$ cat src/rtl/uart_rx_unit.sv
// uart_rx_unit: 8N1 UART receiver with a first-word-fall-through byte FIFO.
// The serial line is synchronised, frames are decoded by a mid-bit sampling
// FSM, good bytes are pushed into the FIFO and line/overflow problems are
// reported through sticky flags that software clears with i_clr_err.
module uart_rx_unit #(
    parameter int CLKS_PER_BIT = 868,
    parameter int FIFO_DEPTH   = 16
) (
    input  logic       i_clk,
    input  logic       i_rst,
    input  logic       i_rxd,
    input  logic       i_rd_en,
    input  logic       i_clr_err,
    output logic [7:0] o_rdata,
    output logic       o_empty,
    output logic       o_full,
    output logic       o_overrun,
    output logic       o_frame_err
);

    localparam int TMR_W = (CLKS_PER_BIT > 1) ? $clog2(CLKS_PER_BIT) : 1;
    localparam int PTR_W = (FIFO_DEPTH > 1) ? $clog2(FIFO_DEPTH) : 1;
    localparam int CNT_W = PTR_W + 1;

    // Start bit is checked half a bit in; data/stop bits one full bit apart.
    localparam logic [TMR_W-1:0] TMR_HALF = TMR_W'(CLKS_PER_BIT / 2 - 1);
    localparam logic [TMR_W-1:0] TMR_FULL = TMR_W'(CLKS_PER_BIT - 1);
    localparam logic [CNT_W-1:0] CNT_FULL = CNT_W'(FIFO_DEPTH);

    typedef enum logic [2:0] {
        S_IDLE,
        S_START,
        S_DATA,
        S_STOP,
        S_BREAK
    } state_t;

    // Synchroniser
    logic             r_rxd_meta;
    logic             r_rxd_s;

    // Receive FSM
    state_t           r_state;
    logic [TMR_W-1:0] r_timer;
    logic [2:0]       r_bit_idx;
    logic [7:0]       r_shift;

    // FIFO
    logic [7:0]       r_mem [FIFO_DEPTH];
    logic [PTR_W-1:0] r_wr_ptr;
    logic [PTR_W-1:0] r_rd_ptr;
    logic [CNT_W-1:0] r_count;

    // Sticky flags
    logic             r_overrun;
    logic             r_frame_err;

    // Decodes
    logic             w_tmr_half;
    logic             w_tmr_full;
    logic             w_data_smp;
    logic             w_stop_smp;
    logic             w_push;
    logic             w_frame_bad;
    logic             w_empty;
    logic             w_full;
    logic             w_pop;
    logic             w_wr_ok;
    logic             w_ovr_set;

    // Two-flop synchroniser; idles high so reset does not look like a start bit
    always_ff @(posedge i_clk or posedge i_rst) begin
        if (i_rst) begin
            r_rxd_meta <= 1'b1;
            r_rxd_s    <= 1'b1;
        end else begin
            r_rxd_meta <= i_rxd;
            r_rxd_s    <= r_rxd_meta;
        end
    end

    assign w_tmr_half  = (r_timer == TMR_HALF);
    assign w_tmr_full  = (r_timer == TMR_FULL);
    assign w_data_smp  = (r_state == S_DATA) && w_tmr_full;
    assign w_stop_smp  = (r_state == S_STOP) && w_tmr_full;
    // The push is decoded from the stop-sample cycle so the byte lands in the
    // FIFO on the same edge that samples the stop bit.
    assign w_push      = w_stop_smp && r_rxd_s;
    assign w_frame_bad = w_stop_smp && !r_rxd_s;

    // Frame decoder: IDLE -> START -> DATA x8 -> STOP, with BREAK absorbing a held-low line
    always_ff @(posedge i_clk or posedge i_rst) begin
        if (i_rst) begin
            r_state   <= S_IDLE;
            r_timer   <= '0;
            r_bit_idx <= '0;
        end else begin
            case (r_state)
                S_IDLE: begin
                    r_timer   <= '0;
                    r_bit_idx <= '0;
                    if (!r_rxd_s) begin
                        r_state <= S_START;
                    end
                end
                S_START: begin
                    if (w_tmr_half) begin
                        r_timer   <= '0;
                        r_bit_idx <= '0;
                        // A line that is high again mid start bit was a glitch.
                        r_state   <= r_rxd_s ? S_IDLE : S_DATA;
                    end else begin
                        r_timer <= r_timer + TMR_W'(1);
                    end
                end
                S_DATA: begin
                    if (w_tmr_full) begin
                        r_timer   <= '0;
                        r_bit_idx <= r_bit_idx + 3'd1;
                        if (r_bit_idx == 3'd7) begin
                            r_state <= S_STOP;
                        end
                    end else begin
                        r_timer <= r_timer + TMR_W'(1);
                    end
                end
                S_STOP: begin
                    if (w_tmr_full) begin
                        r_timer <= '0;
                        // Returning to IDLE mid stop bit lets a back-to-back
                        // start edge be caught without an idle gap.
                        r_state <= r_rxd_s ? S_IDLE : S_BREAK;
                    end else begin
                        r_timer <= r_timer + TMR_W'(1);
                    end
                end
                S_BREAK: begin
                    r_timer <= '0;
                    if (r_rxd_s) begin
                        r_state <= S_IDLE;
                    end
                end
                default: begin
                    r_state   <= S_IDLE;
                    r_timer   <= '0;
                    r_bit_idx <= '0;
                end
            endcase
        end
    end

    // Data shift register, LSB first; a partial byte is simply overwritten by the next frame
    always_ff @(posedge i_clk) begin
        if (w_data_smp) begin
            r_shift[r_bit_idx] <= r_rxd_s;
        end
    end

    assign w_empty   = (r_count == '0);
    assign w_full    = (r_count == CNT_FULL);
    assign w_pop     = i_rd_en && !w_empty;
    // A pop in the same cycle frees the slot, so a full FIFO can still accept.
    assign w_wr_ok   = w_push && (!w_full || w_pop);
    assign w_ovr_set = w_push && w_full && !w_pop;

    // FIFO storage, written only on an accepted push
    always_ff @(posedge i_clk) begin
        if (w_wr_ok) begin
            r_mem[r_wr_ptr] <= r_shift;
        end
    end

    // FIFO pointers and occupancy count
    always_ff @(posedge i_clk or posedge i_rst) begin
        if (i_rst) begin
            r_wr_ptr <= '0;
            r_rd_ptr <= '0;
            r_count  <= '0;
        end else begin
            if (w_wr_ok) begin
                r_wr_ptr <= r_wr_ptr + PTR_W'(1);
            end
            if (w_pop) begin
                r_rd_ptr <= r_rd_ptr + PTR_W'(1);
            end
            case ({w_wr_ok, w_pop})
                2'b10:   r_count <= r_count + CNT_W'(1);
                2'b01:   r_count <= r_count - CNT_W'(1);
                default: r_count <= r_count;
            endcase
        end
    end

    // Sticky error flags; a set event in the same cycle as a clear wins
    always_ff @(posedge i_clk or posedge i_rst) begin
        if (i_rst) begin
            r_overrun   <= 1'b0;
            r_frame_err <= 1'b0;
        end else begin
            if (w_ovr_set) begin
                r_overrun <= 1'b1;
            end else if (i_clr_err) begin
                r_overrun <= 1'b0;
            end
            if (w_frame_bad) begin
                r_frame_err <= 1'b1;
            end else if (i_clr_err) begin
                r_frame_err <= 1'b0;
            end
        end
    end

    assign o_rdata     = r_mem[r_rd_ptr];
    assign o_empty     = w_empty;
    assign o_full      = w_full;
    assign o_overrun   = r_overrun;
    assign o_frame_err = r_frame_err;

endmodule
$ cat config.mk
export PLATFORM = sky130hd
export DESIGN_NAME = uart_rx_unit
export DESIGN_NICKNAME = d
export VERILOG_FILES = /design/src/rtl/uart_rx_unit.sv
export SDC_FILE = /design/constraint.sdc
export NUM_CORES = 1
export LEC_CHECK = 0
export CAP_MARGIN = 20
export CORE_MARGIN = 5
export CORE_UTILIZATION = 35
export CTS_CLUSTER_DIAMETER = 80
export DETAILED_ROUTE_END_ITERATION = 10
export PLACE_DENSITY_LB_ADDON = 0.08
export SETUP_SLACK_MARGIN = 0.5
export SLEW_MARGIN = 20
export SYNTH_ARGS = -nofsm -noshare
export SYNTH_HDL_FRONTEND = slang
export SYNTH_SLANG_ARGS = --single-unit
$ cat constraint.sdc
create_clock -name i_clk -period 5 [get_ports i_clk]
set_clock_uncertainty 0.1 [all_clocks]
set_input_delay 1 -clock i_clk [delete_from_list [all_inputs] [get_ports i_clk]]
set_output_delay 1 -clock i_clk [all_outputs]
set_load 0.01 [all_outputs]
# Yosys cells after proc, flatten, opt, wreduce, memory -nomap -nowiden
# Memory sizes are Yosys's and may differ from the RTL's.
# Index checks and enable logic that the tools add are counted.
[classes] reduce_logical=23 n_mux=24 n_bitwise=1 n_mul=0 shift=0 n_div=0 magnitude_cmp=2 n_eq_ne=16 add_sub_neg=6
[ops] op="$mux W3" count=9
[ops] op="$mux W10" count=2
[ops] op="$pmux W10 S2" count=1
[ops] op="$pmux W3 S5" count=1
[ops] op="$add A10 B1 Y10 const B" count=1
[ops] op="$eq A10 B10 Y1 const B" count=1
[ops] op="$eq A10 B9 Y1 const B" count=1
[ops] op="$ne A2 B2 Y1 const B" count=5
[ops] op="$pmux W5 S2" count=1
[ops] op="$logic_and A1 B1 Y1" count=9
[ops] op="$pmux W3 S3" count=1
[ops] op="$add A4 B1 Y4 const B" count=2
[ops] op="$bwmux W8" count=1
[ops] op="$eq A3 B2 Y1 const B" count=2
[ops] op="$eq A3 B3 Y1 const B" count=2
[ops] op="$mux W1" count=6
[ops] op="$reduce_and A6 Y1" count=1
[ops] op="$reduce_bool A2 Y1" count=3
[ops] op="$add A5 B1 Y5 const B" count=1
[ops] op="$eq A5 B5 Y1 const B" count=1
[ops] op="$logic_not A5 Y1" count=1
[ops] op="$sub A5 B1 Y5 const B" count=1
[ops] op="$logic_not A1 Y1" count=4
[ops] op="$lt A3 B4 Y1 const B" count=1
[ops] op="13 further kinds" count=14
[word_totals] mem_bits_ro=0 reg_bits=41 mem_count=1 mem_bits_rw=128 latchBits=0 wordCells=84
[mem_list] memory="r_mem" depth=16 word_bits=8 rd=1 rd_clocked_by_memory_dff=0 wr=1 line_no="49" rtl="logic [7:0] r_mem [FIFO_DEPTH];"

# Depth between registers and ports, before layout
[logic_depth] depth_word=7 depth_mapped=11 depth_no_buf=11

# Worst setup path after synthesis
# OpenSTA, ideal clock, no wires.
[synth_timing] kind="register to output" startpoint="register r_rd_ptr[0]" endpoint="output o_rdata[0]" arrival_ps=1992 n_path_buf=2 path_stages_with_launch=5 path_slack_ps=1908 cell_sequence="dfrtp_1 -> clkbuf_1 -> buf_2 -> mux4_2 -> mux4_2"
[synth_via] elab_chain_cells=1
[synth_lines] item="start: declaration" line_no="51" rtl="logic [PTR_W-1:0] r_rd_ptr;"
[synth_lines] item="start signal: assignment" line_no="184" rtl="r_rd_ptr <= r_rd_ptr + PTR_W'(1);"
[synth_lines] item="$mem_v2 Z16 W8"
[synth_lines] item="end: declaration" line_no="14" rtl="output logic [7:0] o_rdata,"
# Every way passes these cells.

# Worst setup path in the final report
[layout_timing] startpoint="register r_rd_ptr[0]" endpoint="output o_rdata[1]"
# Same word-level chain as after synthesis.

==> out/results.ini <==
[run_status]
status = complete, no violations

[die]
rows = 51
die_area_um2 = 22900
die_y_um = 151
die_x_um = 151
start_util_pct = 35.7
core_region_area_um2 = 19600
io_pins = 17

[route]
drc = 0
drt-wirelength-per-cell_um = 19.5
ant_nets = 0
routed_wl_um = 13700
firstDrtPassIters = 4
num_vias = 3419
first_iter_violations = 192
viasPerCell = 4.87

[cts]
cts_tree = done
clk_pin_slew_worst_paths_ps = 70
root_buffer = clkbuf_16
post_cts_buffers = 0
ctsResizeCount = 0
cts_buffers = 17
cts.sinks = 169
clockBufferDepth = 2
clk_latency_ps = 420
hold_buffers = 0
h-tree-depth = 4

[timing]
rsz0062_at_grt = false
setup_violations = 0
hold_viol_final = 0
postLayoutSetupSlackWorst_ps = 844
tns_ps = 0
hold_slack_ps = 257
fin_crit_sh_pct = 83.1
maxSlewHeadroom_pct = 38.9
tightestPinTransition_ps = 914
maxSlewViolCount = 0
fmax_ghz = 0.241
fin_crit_ps = 4160

[synthesis]
syn-num-nets = 410
ys_ff_latch = 169
synthArstFlopShare_pct = 19.5
synth.yosys.seq_area_share_pct = 70.2
avgSynthCellArea_um2 = 17.8
ys.flop_type = edfxtp_1
synth_cell_types = 46
syn_area_um2 = 6990
ys_warn_count = 0
synth_edf_count = 136
syn_inst = 392

[critical_path]
crit_type = reg -> out
crit_slowest_cell = dfrtp_2
rrSetupSlack_ps = 1840
crit_chain = buf_12, mux4_2, mux4_2, clkdlybuf4s50_1
setup.worst_path.start_class = register
cp_max_fo = 18
worstSetupEndpointType = output port
reg2reg_depth = 5
r2r-end = r_mem[15][3]
crit_arrival_ps = 3060
cp_common_cell = mux4_2
worstPathRequired_ps = 3900
r2r_start = r_timer[0]
max_stage_delay_ps = 790

[layout]
diodes = 0
fillers = 1776
syn_to_final_growth_pct = 16.2
finalNetCount = 443
drive_above_1_share_pct = 21.5

[grt]
grt_usage_pct = 13.0
grt_antenna_before_repair = 0
grt_pass1_wl_um = 21600
first_global_vias = 3632
grt_max_degree = 36
grt-ovfl-total = 0

[min_path]
min_to = r_rxd_s
hp-class = reg -> reg
hold_depth = 0
hold_start = r_rxd_meta

[place]
io_buffers = 16
place_ws_ps = 1070
post-dp-hpwl_um = 8830
gp_congestion = 0.759

[power]
finalPower_uw = 3860
irDropWorstVdd_v = 0.000258
powerDensity_nw_per_um2 = 475
p_leak_uw = 0.00274

[run]
cap_violations = 0

[through the flow]
step                      std cells  cell area, µm²  util [%]
final                           702            8130      41.5
after global routing            702            8130      41.5
after CTS                       702            8130      41.5
after detailed placement        671            7530      38.4
after global placement          671            7530      38.4
after floorplan                 392            6990         -
[critical path: cells and delay by family, from the launching register on]
kind / cells / cell delay [ps]
buffers and inverters: 2 / 770
DFF: 1 / 790
muxes: 2 / 1030
[routing by layer]
layer / vias up / GRT usage [%] / part of all wire, % / wire [µm]
met5: - / 0 / 0 / 0
met3: 13 / 3.35 / 2.5 / 343
li1: 1583 / - / - / -
met1: 1788 / 17.3 / 47 / 6490
met2: 35 / 20.8 / 49 / 6710
met4: 0 / 3.94 / 1.2 / 162
[cell type report]
type / count / area (µm²) / share of cell area (%)
multi-input combinational: 197 / 1980 / 24.4
tap: 265 / 332 / 4.08
clock inverter: 14 / 174 / 2.14
sequential: 169 / 4910 / 60.4
inverter: 13 / 48.8 / 0.600
timing repair buffer: 27 / 255 / 3.14
clock buffer: 17 / 425 / 5.23
[logic make-up (layout without fill, tap and decap cells)]
kind of cell    Yosys count  after routing  synth area share [%]
mux                      43             43                  13.5
simple gates             96             96                  7.30
xor+xnor                 18             18                  2.25
buf+inv                  26             71                  1.45
compound gates           27             27                  2.88
fa+ha+maj                13             13                  2.43
flops                   169            169                  70.2
[flip-flops by register name, indices dropped and copies added, names as in the netlist]
| name | cells |
|---|---|
| r_mem | 128 |
| r_timer | 10 |
| r_shift | 8 |
| r_count | 5 |
| r_rd_ptr | 4 |
| r_wr_ptr | 4 |
| r_bit_idx | 3 |
| r_state | 3 |
| o_frame_err | 1 |
| o_overrun | 1 |
| r_rxd_meta | 1 |
| r_rxd_s | 1 |
[cells in the mapped netlist (2+ instances only)]
| cell | count | area, µm² |
|---|---|---|
| and2_1 | 2 | 12.5 |
| or4_1 | 2 | 15.0 |
| dfrtp_1 | 31 | 776 |
| a311oi_1 | 2 | 17.5 |
| buf_2 | 3 | 15.0 |
| xor2_1 | 3 | 26.3 |
| nor3_1 | 7 | 35.0 |
| nand4_1 | 3 | 18.8 |
| nor2_1 | 37 | 139 |
| o21a_1 | 2 | 15.0 |
| ha_1 | 12 | 150 |
| mux2_4 | 2 | 30.0 |
| nor2b_1 | 4 | 25.0 |
| nor3b_4 | 2 | 37.5 |
| xnor2_1 | 15 | 131 |
| and3_1 | 4 | 25.0 |
| o21ai_0 | 10 | 50.1 |
| mux4_2 | 40 | 901 |
| dfstp_2 | 2 | 52.6 |
| nand2b_1 | 2 | 12.5 |
| nand2_1 | 21 | 78.8 |
| buf_1 | 4 | 15.0 |
| a21oi_1 | 4 | 20.0 |
| clkbuf_1 | 6 | 22.5 |
| inv_1 | 13 | 48.8 |
| nand3_1 | 4 | 20.0 |
| edfxtp_1 | 136 | 4080 |
[where the power goes]
group | total (µW) | internal, µW | switching, µW
Combinational | 866 | 540 | 326
Clock | 1340 | 787 | 548
Sequential | 1660 | 1540 | 122
[worst max path at each step]
| stage | start | to | slack (ps) | cells after the start |
|---|---|---|---|---|
| global placement | i_rd_en | r_mem[15][5] | 1070 | 5 |
| detailed placement | i_rd_en | r_mem[15][5] | 1070 | 5 |
| floorplan | r_rd_ptr[0] | o_rdata[0] | 1910 | 4 |
| CTS | r_rd_ptr[0] | o_rdata[7] | 760 | 4 |
| global route | r_rd_ptr[0] | o_rdata[5] | 690 | 4 |
| finish | r_rd_ptr[0] | o_rdata[1] | 840 | 4 |
[cells in the final DEF, fill, tap and decap left out, types with 12 or more instances in the layout]
cell and count:
clkdlybuf4s50_1 16, inv_1 13, clkbuf_16 17, dfrtp_1 30, edfxtp_1 136, mux4_2 40
xnor2_1 15, ha_1 12, nand2_1 21, nor2_1 37
Note: power is estimated with default switching activity, not from simulation.
